File: src/rtl/mac_sequencer.sv
// mac_sequencer
// -------------
// Control-side driver for the 8-bit signed MAC unit. For each of NEURONS
// output neurons it reads a VEC_LEN-element image vector and weight row from
// single-port synchronous RAMs (1-cycle read latency), streams registered
// operand pairs to the MAC with acc_en/relu_en/clear strobes aligned to the
// MAC's internal pipeline, then captures the 32-bit accumulator, requantizes
// it (arithmetic shift right by SHIFT, saturate to signed 8 bit) and emits it
// on a valid/ready stream.
//
// Configuration macro: MAC_SEQ_RELU_EN
//   defined   : RELU state present, mac_relu_en_o pulses once per neuron.
//   undefined : RELU state omitted, mac_relu_en_o tied to 0 (signed logits).
//
// Ports
//   clk_i, rstn_i          clock, asynchronous active-low reset
//   start_i                begin a layer pass (sampled only in IDLE)
//   busy_o / done_o        pass in progress / one-cycle completion pulse
//   img_rd_o, img_addr_o   image RAM read strobe and address
//   img_data_i             signed image byte (cycle after the read)
//   w_rd_o, w_addr_o       weight RAM read strobe and address
//   w_data_i               signed weight byte (cycle after the read)
//   mac_image_o/weight_o   registered operands to the MAC
//   mac_acc_en_o           accumulate strobe (read strobe delayed 4 cycles)
//   mac_relu_en_o          ReLU strobe (macro builds only)
//   mac_clear_o            accumulator clear strobe
//   mac_result_i           MAC accumulator value
//   out_valid_o/ready_i    result stream handshake
//   out_data_o, out_idx_o  requantized result and its neuron index
//   dbg_state_o            current FSM state encoding, for observation
//
// Handshake: a result transfers in a cycle where out_valid_o and out_ready_i
// are both 1. Once out_valid_o rises it stays high, with out_data_o and
// out_idx_o stable, until that transfer cycle; valid never depends on ready.
module mac_sequencer #(
  parameter int VEC_LEN = 784,
  parameter int NEURONS = 10,
  parameter int IMG_AW  = 10,
  parameter int W_AW    = 13,
  parameter int SHIFT   = 7,
  localparam int IDX_W  = (NEURONS > 1) ? $clog2(NEURONS) : 1
) (
  input  logic              clk_i,
  input  logic              rstn_i,
  input  logic              start_i,
  output logic              busy_o,
  output logic              done_o,
  output logic              img_rd_o,
  output logic [IMG_AW-1:0] img_addr_o,
  input  logic [7:0]        img_data_i,
  output logic              w_rd_o,
  output logic [W_AW-1:0]   w_addr_o,
  input  logic [7:0]        w_data_i,
  output logic [7:0]        mac_image_o,
  output logic [7:0]        mac_weight_o,
  output logic              mac_acc_en_o,
  output logic              mac_relu_en_o,
  output logic              mac_clear_o,
  input  logic [31:0]       mac_result_i,
  output logic              out_valid_o,
  input  logic              out_ready_i,
  output logic [7:0]        out_data_o,
  output logic [IDX_W-1:0]  out_idx_o,
  output logic [2:0]        dbg_state_o
);

  typedef enum logic [2:0] {
    S_IDLE    = 3'd0,
    S_CLEAR   = 3'd1,
    S_FETCH   = 3'd2,
    S_DRAIN   = 3'd3,
    S_CAPTURE = 3'd4,
    S_OUT     = 3'd5
`ifdef MAC_SEQ_RELU_EN
    , S_RELU  = 3'd6
`endif
  } state_e;

  localparam logic [IMG_AW-1:0] K_LAST = IMG_AW'(VEC_LEN - 1);
  localparam logic [IDX_W-1:0]  N_LAST = IDX_W'(NEURONS - 1);

  state_e              state_q, state_d;
  logic [IMG_AW-1:0]   k_q, k_d;          // element index within the row
  logic [1:0]          drain_q, drain_d;  // DRAIN cycle count
  logic [IDX_W-1:0]    n_q, n_d;          // neuron index
  logic [W_AW-1:0]     w_q, w_d;          // weight address, runs across neurons
  logic [3:0]          vld_q, vld_d;      // read strobe delay line
  logic [7:0]          img_q, img_d;
  logic [7:0]          wgt_q, wgt_d;
  logic [7:0]          out_data_q, out_data_d;
  logic [IDX_W-1:0]    out_idx_q, out_idx_d;
  logic                done_q, done_d;
  logic                fetch;
  logic signed [31:0]  shifted;
  logic [7:0]          sat;

  // Requantization of the live accumulator value; only latched in CAPTURE.
  always_comb begin
    shifted = $signed(mac_result_i) >>> SHIFT;
    if (shifted > 32'sd127)       sat = 8'h7F;
    else if (shifted < -32'sd128) sat = 8'h80;
    else                          sat = shifted[7:0];
  end

  always_comb begin
    state_d    = state_q;
    k_d        = k_q;
    drain_d    = drain_q;
    n_d        = n_q;
    w_d        = w_q;
    out_data_d = out_data_q;
    out_idx_d  = out_idx_q;
    done_d     = 1'b0;
    fetch      = 1'b0;
    case (state_q)
      S_IDLE: begin
        k_d     = '0;
        drain_d = '0;
        n_d     = '0;
        w_d     = '0;
        if (start_i) state_d = S_CLEAR;
      end
      S_CLEAR: begin
        k_d     = '0;
        state_d = S_FETCH;
      end
      S_FETCH: begin
        fetch = 1'b1;
        w_d   = w_q + W_AW'(1);
        if (k_q == K_LAST) begin
          k_d     = '0;
          drain_d = '0;
          state_d = S_DRAIN;
        end else begin
          k_d = k_q + IMG_AW'(1);
        end
      end
      S_DRAIN: begin
        // Four cycles let the last read travel through RAM, operand and
        // product registers so its acc_en has been issued before leaving.
        drain_d = drain_q + 2'd1;
        if (drain_q == 2'd3) begin
`ifdef MAC_SEQ_RELU_EN
          state_d = S_RELU;
`else
          state_d = S_CAPTURE;
`endif
        end
      end
`ifdef MAC_SEQ_RELU_EN
      S_RELU: state_d = S_CAPTURE;
`endif
      S_CAPTURE: begin
        out_data_d = sat;
        out_idx_d  = n_q;
        state_d    = S_OUT;
      end
      S_OUT: begin
        if (out_ready_i) begin
          if (n_q == N_LAST) begin
            done_d  = 1'b1;
            state_d = S_IDLE;
          end else begin
            n_d     = n_q + IDX_W'(1);
            state_d = S_CLEAR;
          end
        end
      end
      default: state_d = S_IDLE;
    endcase
  end

  // Operand pipe: vld_q[0] marks the cycle RAM data is present, so the
  // operand registers pick up data only then and hold 0 otherwise.
  always_comb begin
    vld_d = {vld_q[2:0], fetch};
    img_d = vld_q[0] ? img_data_i : 8'h00;
    wgt_d = vld_q[0] ? w_data_i   : 8'h00;
  end

  always_ff @(posedge clk_i or negedge rstn_i) begin
    if (!rstn_i) begin
      state_q    <= S_IDLE;
      k_q        <= '0;
      drain_q    <= '0;
      n_q        <= '0;
      w_q        <= '0;
      vld_q      <= '0;
      img_q      <= '0;
      wgt_q      <= '0;
      out_data_q <= '0;
      out_idx_q  <= '0;
      done_q     <= 1'b0;
    end else begin
      state_q    <= state_d;
      k_q        <= k_d;
      drain_q    <= drain_d;
      n_q        <= n_d;
      w_q        <= w_d;
      vld_q      <= vld_d;
      img_q      <= img_d;
      wgt_q      <= wgt_d;
      out_data_q <= out_data_d;
      out_idx_q  <= out_idx_d;
      done_q     <= done_d;
    end
  end

  assign busy_o       = (state_q != S_IDLE);
  assign done_o       = done_q;
  assign img_rd_o     = fetch;
  assign w_rd_o       = fetch;
  assign img_addr_o   = fetch ? k_q : '0;
  assign w_addr_o     = fetch ? w_q : '0;
  assign mac_image_o  = img_q;
  assign mac_weight_o = wgt_q;
  assign mac_acc_en_o = vld_q[3];
  assign mac_clear_o  = (state_q == S_CLEAR);
`ifdef MAC_SEQ_RELU_EN
  assign mac_relu_en_o = (state_q == S_RELU);
`else
  assign mac_relu_en_o = 1'b0;
`endif
  assign out_valid_o  = (state_q == S_OUT);
  assign out_data_o   = out_data_q;
  assign out_idx_o    = out_idx_q;
  assign dbg_state_o  = state_q;

endmodule
File: config.mk
export PLATFORM = sky130hd
export DESIGN_NAME = mac_sequencer
export DESIGN_NICKNAME = d
export VERILOG_FILES = /design/src/rtl/mac_sequencer.sv
export SDC_FILE = /design/constraint.sdc
export NUM_CORES = 1
export LEC_CHECK = 0
export CORE_UTILIZATION = 65
export CTS_BUF_LIST = sky130_fd_sc_hd__clkbuf_8
export DETAILED_ROUTE_END_ITERATION = 16
export DONT_BUFFER_PORTS = 1
export GPL_TIMING_DRIVEN = 0
export PLACE_DENSITY_LB_ADDON = 0.15
export SLEW_MARGIN = 15
export SYNTH_ARGS = -nofsm -noshare
export SYNTH_HDL_FRONTEND = slang
export SYNTH_SLANG_ARGS = --single-unit
export TNS_END_PERCENT = 30
File: constraint.sdc
create_clock -name clk_i -period 3.7 [get_ports clk_i]
set_input_delay 0.37 -clock clk_i [delete_from_list [all_inputs] [get_ports clk_i]]
set_output_delay 0.37 -clock clk_i [all_outputs]
set_load 0.03 [all_outputs]
==> summary.md, run 1 <==
| Metric | Value |
|---|---|
| CTS root buffer | `clkbuf_8` |
| Achievable Freq | `0.334 GHz` |
| Relative slew slack | `0.250` |
| Clock-pin transition on the worst setup and hold timing paths | `roughly 0.07 ns` |
| Initial DRC Count | `approximately 200` |
| Clock skew | `roughly 0.0060 ns` |
| DIE AREA | `roughly 5200 um^2` |
| Core area | `between 4000 and 5000 um^2` |
| CP Data Arrival Time | `2.63 ns` |
| Fin nets | `between 300 and 400` |
| Via Count | `roughly 2500` |
| Max rail drop VDD | `0.572 mV` |
| Synth Warn # | `0` |
| Distinct cells, synth | `49` |
| Total grt overflow | `0` |
| Inserted Diodes | `0` |
| Layout area overhead | `9.55%` |
| Fillers | `around 370` |
| CP required | `3.33 ns` |
| Die H | `about 72 um` |
| Total GRT Usage | `0.272` |
| Critical-path top delay cell | `dfrtp_1` |
| Worst setup SP type | `register` |
| Drc violations | `0` |
| Number of hold violations in the final report | `0` |
| EDFF count, synth | `0` |
| Synth area leaders | `dfrtp_1 51%, and2_1 7.5%, nand2_1 4.5%, o21ai_0 3.8%, a21oi_1 2.4%` |
| DRT Wirelength | `6680 um` |
| Crit. End Element | `primary output` |
| Final worst path period share | `0.810` |
| Setup TNS | `0 ns` |
| Sequential share of the synthesized area | `0.513` |
| First-pass GRT wire length | `10800 um` |
| Wire per inst | `~16 um` |
| Leak | `1.54 nW` |
| Row count | `25` |
| Setup Buffers After CTS | `0` |
| Final Critical Period | `~3 ns` |
| Top FF cell, synth | `dfrtp_1` |
| Final Wtd Congestion | `0.853` |
| Hold Crit Class | `in2reg` |
| PD cells | `a little over 700 nW/um^2` |
| Post-DP HPWL | `roughly 4600 um` |
| # Max-Cap Violations | `0` |
| Share of the synthesized area in the top cell type | `0.513` |
| Critical Path Max Stage Delay | `0.59 ns` |
| Critical path class | `reg2out` |
| CTS resizes | `0` |
| I/O Buffers | `0` |
| Initial Util | `0.671` |
| Syn Inst Count | `approximately 330` |
| DR pass1 iterations | `5` |
| CTS Sinks | `65` |
| CTS tree | `built` |
| CTS Buf Count | `9` |
| Asr flop ratio synth | `1.00` |
| Critical Path Fanout Max | `12` |
| Skew-Pair Late Insertion Delay | `between 0.3 and 0.4 ns` |
| Mean Syn Cell Area | `9.67 um^2` |
| Status | `finished, final reports clean` |
| Sequence of cells on the critical path | `or3b_1 -> buf_2 -> inv_2 -> clkbuf_1 -> and2_1` |
| Hold_buf cts | `2` |
| Antenna violations before repair | `0` |
| Routed Antenna Nets | `0` |
| Die width | `just over 70 um` |
| Power Total | `0.00244 W` |
| Yosys reg bits | `65` |
| Clock Tree Buf Depth | `2` |
| Area leader, netlist | `dfrtp_1` |
| H-Tree Level Count | `3` |
| Cell Area, Synth | `between 3000 and 4000 um^2` |
| Max-slew violations | `0` |
| RSZ-0062 raised after global routing | `false` |
| Worst-Margin Slew | `1.12 ns` |
| # IOs | `between 100 and 150` |
| Largest net degree at the start of global routing | `66` |
| Via density | `between 6 and 7` |
| Final count of negative-setup-slack endpoints | `0` |
| Syn_nets | `385` |
| Share of layout cells above drive strength 1 | `0.104` |
| Vias in the first global route | `between 2000 and 2500` |
## cell usage after synthesis (2+ instances only)
library cell,instances
nand4_1,8
a41oi_1,3
nand3_1,10
o21ai_0,24
nand2_1,38
a22oi_1,7
dfrtp_1,65
o22ai_1,2
o21ai_1,5
or4_1,3
buf_4,3
buf_2,4
ha_1,5
mux2i_1,4
nor2_1,16
o31ai_1,4
a21oi_1,15
clkbuf_1,11
and2_1,38
and3_1,4
inv_1,9
or3b_1,2
nor3_1,4
nor4_1,3
a22o_1,3
and4_1,2
mux2_2,5
a31oi_1,10
## stage by stage
step | area (um^2) | hold slack (ns) | cells | utilization | worst slack (ns)
final | 3470 | 0.145 | 413 | 0.735 | 0.705
after global placement | 3250 | 0.0755 | 395 | 0.689 | 1.07
after detailed placement | 3250 | 0.0756 | 395 | 0.689 | 1.05
after floorplan | 3170 | 0.0744 | 328 | - | 1.35
after CTS | 3470 | 0.131 | 413 | 0.735 | 0.680
after global routing | 3470 | 0.143 | 413 | 0.735 | 0.579
## critical path, delay by kind of cell (launching register included)
family / cells / cell delay (ns)
DFF: 1 / 0.59
buffers and inverters: 3 / 0.83
and+or+nand+nor: 2 / 0.85
## logic make-up (layout without fill, tap and decap cells)
logic type,count (synthesis),after routing,synth area share
adders and majority gates,5,5,0.0197
muxes,9,9,0.0304
and+or+nand+nor,137,137,0.230
buffers and inverters,29,47,0.0395
AOI/OAI and AO/OA,82,82,0.166
DFF,65,65,0.513
other,1,1,0.00118
## sequential cells by signal, summed over array words and instances, names as in the netlist
name and count:
dbg_state_o 3, done_o 1, drain_q 2, k_q 10
mac_image_o 8, mac_weight_o 8, n_q 4, out_data_o 8
out_idx_o 4, vld_q 4, w_q 13
## per-layer routing
layer / up-vias / GRT usage / share of wire
met1: 1228 / 0.342 / 0.41
met3: 7 / 0.0619 / 0.076
met5: - / 0 / 0
li1: 1196 / - / -
met2: 113 / 0.450 / 0.50
met4: 0 / 0.129 / 0.012
## power breakdown
| part | switching (W) | internal (W) |
|---|---|---|
| Combinational | 0.000525 | 0.000257 |
| Clock | 0.000281 | 0.000262 |
| Sequential | 0.000269 | 0.000849 |
| Total | 0.00108 | 0.00137 |
## cells in the final DEF (no fill, tap or decap), types with 2 or more instances in the layout
cell type    n
nand3_1     10
nand2_1     38
dfrtp_1     65
or4_1        3
clkbuf_8    10
nor2_1      16
ha_1         5
a22oi_1      7
and4_1       2
nor3_1       4
buf_2        4
a22o_1       3
mux2i_1      4
clkbuf_1    11
or3b_1       2
o31ai_1      4
nand4_1      8
nor4_1       3
mux2_2       5
and2_1      38
and3_1       4
a31oi_1     10
clkinvlp_4   3
buf_4        3
o21ai_0     24
inv_1       10
a41oi_1      3
o21ai_1      5
o22ai_1      2
a21oi_1     15
## worst paths after layout
path	to	depth (start not counted)	from	slack, ns
min	done_o	2	out_ready_i	0.14
max in group asynchronous	w_q[7]	2	rstn_i	2.87
min reg2reg	vld_q[3]	0	vld_q[2]	0.36
max reg2reg	k_q[1]	4	dbg_state_o[0]	1.18
max	w_addr_o[10]	5	dbg_state_o[0]	0.70
min in group asynchronous	out_data_o[4]	2	rstn_i	0.57
## cell type report
| cell class | count | area (um^2) | share of cell area |
|---|---|---|---|
| tap | 67 | 83.8 | 0.0241 |
| multi-input combinational | 234 | 1420 | 0.409 |
| clock inverter | 6 | 43.8 | 0.0126 |
| clock buffer | 10 | 138 | 0.0396 |
| sequential | 65 | 1630 | 0.468 |
| inverter | 10 | 37.5 | 0.0108 |
| timing repair buffer | 2 | 37.5 | 0.0108 |
| buffer | 19 | 87.6 | 0.0252 |
(Power assumes the default switching activity.)
==> run 2, diff against run 1 <==
Clock period 3.7 ns to 2.95 ns, I/O delays scaled along.
==> summary.md, run 2 (same netlist as run 1, synthesis figures left out) <==
| Metric | Value |
|---|---|
| Status | `finished, final reports clean` |
| Number of hold violations in the final report | `0` |
| CTS Sinks | `65` |
| Fillers | `365` |
| Antenna violations before repair | `0` |
| Sw power | `roughly 0.0013 W` |
| Critical path class | `reg2out` |
| Clock Tree Buf Depth | `2` |
| Row count | `25` |
| Max rail drop VDD | `approximately 0.72 mV` |
| Clock-pin transition on the worst setup and hold timing paths | `around 0.070 ns` |
| Post-DP HPWL | `4620 um` |
| DIE AREA | `5160 um^2` |
| First-pass GRT wire length | `10800 um` |
| PD cells | `about 880 nW/um^2` |
| Final count of negative-setup-slack endpoints | `0` |
| Via Count | `between 2000 and 3000` |
| Die H | `about 72 um` |
| Initial Util | `0.671` |
| Largest regs | `w_q x13, k_q x10` |
| Fin nets | `just under 400` |
| GR Util met2 | `0.450` |
| Largest net degree at the start of global routing | `66` |
| Grt peak-use layer | `met2` |
| Setup TNS | `0 ns` |
| Worst setup SP type | `register` |
| Internal power | `roughly 0.0017 W` |
| Skew-Pair Late Insertion Delay | `roughly 0.34 ns` |
| CP Data Arrival Time | `roughly 2.4 ns` |
| Routed Antenna Nets | `0` |
| Worst-Margin Slew | `between 1 and 1.5 ns` |
| Net Sw Frac | `0.439` |
| Share of layout cells above drive strength 1 | `0.107` |
| Most flops, register | `w_q` |
| Hold Crit Class | `in2reg` |
| DR pass1 iterations | `5` |
| Core area | `roughly 4700 um^2` |
| CTS tree | `built` |
| Wire per inst | `between 15 and 20 um` |
| DRT Wirelength | `6660 um` |
| Achievable Freq | `~0.38 GHz` |
| Layout area overhead | `9.59%` |
| Initial DRC Count | `approximately 200` |
| Vias in the first global route | `between 2000 and 2500` |
| Leak | `~1.5 nW` |
| Final Wtd Congestion | `0.853` |
| Clock skew | `~0.005 ns` |
| GR Util met1 | `0.342` |
| Inserted Diodes | `0` |
| CTS Buf Count | `9` |
| Max-slew violations | `0` |
| Drc violations | `0` |
| H-Tree Level Count | `3` |
| Most common cell after layout, fill and taps aside | `dfrtp_1` |
| Crit. End Element | `primary output` |
| CTS root buffer | `clkbuf_8` |
| GR Layer Usage met3 | `0.0619` |
| Sequential share of power | `0.458` |
| Final Critical Period | `between 2 and 3 ns` |
| CP required | `2.65 ns` |
| Via density | `between 6 and 7` |
| Clock group share of total power | `0.222` |
| Critical Path Fanout Max | `12` |
| Logic gate share of total power | `0.321` |
| I/O Buffers | `0` |
| Final core occ | `0.736` |
| Most frequent cells in the layout | `65 x dfrtp_1, 38 x nand2_1, 38 x and2_1` |
| Power Total | `a little over 0.003 W` |
| Die width | `~72 um` |
| RSZ-0062 raised after global routing | `false` |
| # Max-Cap Violations | `0` |
| Final worst path period share | `0.899` |
| Relative slew slack | `0.249` |
| # IOs | `approximately 110` |
| Total GRT Usage | `0.272` |
| Max reg flops | `13` |
| Total grt overflow | `0` |
run 2: layer usage:
layer / wire [um] / up-vias
li1: - / 1197
met1: 2730 / 1214
met2: 3330 / 122
met3: 519 / 7
met4: 78 / 0
met5: 0 / -
run 2: layout make-up:
class | instances | area [um^2] | area share
Timing Repair Buffer | 2 | 37.5 | 0.0108
Clock buffer | 10 | 138 | 0.0396
Buffer | 19 | 88.8 | 0.0256
Tap cell | 67 | 83.8 | 0.0241
Inverter | 10 | 37.5 | 0.0108
Clock inverter | 6 | 43.8 | 0.0126
Multi-Input combinational cell | 234 | 1420 | 0.408
Sequential cell | 65 | 1630 | 0.468
run 2: final timing paths:
| path | startpoint | endpoint | slack [ns] | cells past startpoint |
|---|---|---|---|---|
| worst max-delay path | dbg_state_o[0] | w_addr_o[10] | 0.30 | 5 |
| worst min-delay path | out_ready_i | done_o | 0.07 | 2 |
| worst max register to register | dbg_state_o[0] | k_q[1] | 0.43 | 4 |
| worst min register to register | vld_q[2] | vld_q[3] | 0.36 | 0 |
| min in group asynchronous | rstn_i | out_data_o[4] | 0.49 | 2 |
| max in group asynchronous | rstn_i | w_q[7] | 2.20 | 2 |
run 2: power groups by stage:
stage	logic (W)	registers [W]	clock network, W
finish	0.000983	0.00140	0.000680
global route	0.00108	0.00143	0.000728
CTS	0.000978	0.00140	0.000696
detailed placement	0.000950	0.00142	0
global placement	0.000926	0.00141	0
floorplan	0.000786	0.00137	0
run 2: worst max-delay path: stages, from the launching register on:
cell and delay [ns]:
dfrtp_1 0.59, or3b_1 0.44, buf_2 0.17, inv_2 0.11, clkbuf_2 0.32, and2_1 0.37
run 2: timing repair:
| action | CTS | global route |
|---|---|---|
| endpoints found under the setup margin | 0 | 9 |
| resized for setup | 0 | 2 |
| hold endpoints to repair | 65 | 0 |
| setup buffers | 0 | 0 |
| hold buffers | 2 | 0 |
run 2: through the flow:
stage / cell area (um^2) / setup WS [ns] / hold slack (ns) / instances
2_1_floorplan: 3170 / 0.672 / -0.000591 / 328
3_3_place_gp: 3250 / 0.396 / 0.000547 / 395
3_5_place_dp: 3250 / 0.376 / 0.000562 / 395
4_1_cts: 3470 / 0.00471 / 0.0555 / 413
5_1_grt: 3470 / 0.192 / 0.0679 / 413
6_report: 3470 / 0.298 / 0.0679 / 413
==> run 3, diff against run 2 <==
Settings changed: PLACE_DENSITY set to 0.81, PLACE_DENSITY_LB_ADDON 0.15 to unset.
Clock period 2.95 ns to 3.35 ns, I/O delays scaled along.
==> summary.md, run 3 (same netlist as run 1, synthesis figures left out) <==
| Metric | Value |
|---|---|
| Antenna violations before repair | `0` |
| Hold Crit Class | `in2reg` |
| Metal2 WL | `3420 um` |
| Max reg flops | `13` |
| Drc violations | `0` |
| Setup TNS | `0 ns` |
| CTS tree | `built` |
| H-Tree Level Count | `3` |
| Worst R2R Setup Slack | `roughly 0.82 ns` |
| Layout area overhead | `11.5%` |
| Reg2Reg Depth | `4` |
| Fillers | `between 300 and 400` |
| Via density | `between 6 and 7` |
| Routed Antenna Nets | `0` |
| I/O Buffers | `0` |
| Initial DRC Count | `~260` |
| Inserted Diodes | `0` |
| Wire per inst | `roughly 17 um` |
| Largest net degree at the start of global routing | `66` |
| Worst setup SP type | `register` |
| Multi-input logic area | `about 1400 um^2` |
| Most common cell after layout, fill and taps aside | `dfrtp_1` |
| Leak | `1.58 nW` |
| # IOs | `about 110` |
| Flip-flop and latch area | `about 1600 um^2` |
| Critical path class | `reg2out` |
| Relative slew slack | `0.252` |
| Row count | `25` |
| CTS Sinks | `65` |
| CTS resizes | `0` |
| Clock-pin transition on the worst setup and hold timing paths | `around 0.07 ns` |
| Met3 wire len | `511 um` |
| Critical Path Fanout Max | `12` |
| Via Count | `between 2000 and 3000` |
| Setup Buffers After CTS | `0` |
| DIE AREA | `between 5000 and 6000 um^2` |
| Fin nets | `~400` |
| Highest metal used | `met4` |
| Clock Tree Buf Depth | `2` |
| Core area | `~4700 um^2` |
| # Max-Cap Violations | `0` |
| Hold path depth | `2` |
| Status | `finished, final reports clean` |
| First-pass GRT wire length | `approximately 11000 um` |
| Hold_buf cts | `2` |
| Final worst path period share | `0.890` |
| FF-to-FF End | `k_q[1]` |
| Most frequent cells in the layout | `65 x dfrtp_1, 38 x nand2_1, 38 x and2_1` |
| Achievable Freq | `about 0.34 GHz` |
| Hold path start | `out_ready_i` |
| DR pass1 iterations | `4` |
| Skew-Pair Late Insertion Delay | `between 0.3 and 0.4 ns` |
| Crit. End Element | `primary output` |
| R2R Path Start | `dbg_state_o[0]` |
| Die width | `71.8 um` |
| Largest regs | `w_q x13, k_q x10` |
| Final Wtd Congestion | `between 0.8 and 0.9` |
| Max rail drop VDD | `around 0.51 mV` |
| Initial Util | `0.671` |
| DRT Wirelength | `about 6800 um` |
| CP required | `approximately 3 ns` |
| Final core occ | `0.749` |
| RSZ-0062 raised after global routing | `false` |
| Post-DP HPWL | `between 4000 and 5000 um` |
| Number of hold violations in the final report | `0` |
| Most flops, register | `w_q` |
| Share of layout cells above drive strength 1 | `0.104` |
| Vias in the first global route | `approximately 2400` |
| Min-Delay Endpoint | `done_o` |
| Clock skew | `about 0.0076 ns` |
| CTS root buffer | `clkbuf_8` |
| Final Critical Period | `approximately 3 ns` |
| Total grt overflow | `0` |
| Worst-Margin Slew | `roughly 1.1 ns` |
| Met1 Wirelength | `approximately 2900 um` |
| PD cells | `a little over 800 nW/um^2` |
| CTS Buf Count | `9` |
| Die H | `71.8 um` |
| Total GRT Usage | `0.289` |
| Max-slew violations | `0` |
| CP Data Arrival Time | `~2.7 ns` |
| Final count of negative-setup-slack endpoints | `0` |
==> run 3: changes by cell type in the layout (fill, tap and decap cells not counted) <==
cell | previous run | this run
clkinv_4 | 1 | 3
clkinvlp_4 | 3 | 0
inv_6 | 1 | 0
clkbuf_2 | 1 | 0
clkbuf_1 | 10 | 11
bufinv_16 | 0 | 3
clkbuf_8 | 10 | 9
==> run 3: cell type report <==
cell class,instances,area share
buffer,19,0.0248
clock buffer,9,0.0350
clock inverter,7,0.0340
inverter,10,0.0106
multi-input combinational,234,0.401
sequential,65,0.460
tap,67,0.0237
timing repair buffer,2,0.0106
==> run 3: how the worst max path moves through the flow <==
stage                         from            to  slack, ns
global placement    dbg_state_o[0]   w_addr_o[2]       0.77
finish              dbg_state_o[0]  w_addr_o[10]       0.37
global route        dbg_state_o[0]   w_addr_o[1]       0.21
detailed placement  dbg_state_o[0]   w_addr_o[9]       0.74
CTS                 dbg_state_o[0]   w_addr_o[9]       0.36
floorplan           dbg_state_o[0]  w_addr_o[10]       1.03
==> run 3: worst max-delay path, cell delays in order, from the launching register on <==
cell and delay [ns]:
dfrtp_1 0.58, or3b_1 0.43, buf_2 0.17, inv_2 0.12, clkbuf_1 0.58, and2_1 0.41
==> run 3: through the flow <==
stage	cells	hold WS [ns]	power, W	instance area [um^2]	setup WS [ns]
detailed placement	395	0.0406	0.00208	3250	0.739
floorplan	328	0.0394	0.00190	3170	1.03
CTS	413	0.0857	0.00291	3540	0.361
global route	413	0.0798	0.00307	3540	0.213
finish	413	0.0922	0.00291	3540	0.367
global placement	395	0.0407	0.00206	3250	0.769
==> run 3: metal layers <==
| metal | track usage | up-vias |
|---|---|---|
| met4 | 0.0784 | 0 |
| met1 | 0.368 | 1241 |
| met5 | 0 | - |
| met3 | 0.0999 | 4 |
| li1 | - | 1198 |
| met2 | 0.473 | 98 |
==> run 3: power by group <==
group          switching [W]  internal, W
Sequential          0.000297     0.000938
Clock               0.000314     0.000495
Combinational       0.000577     0.000285
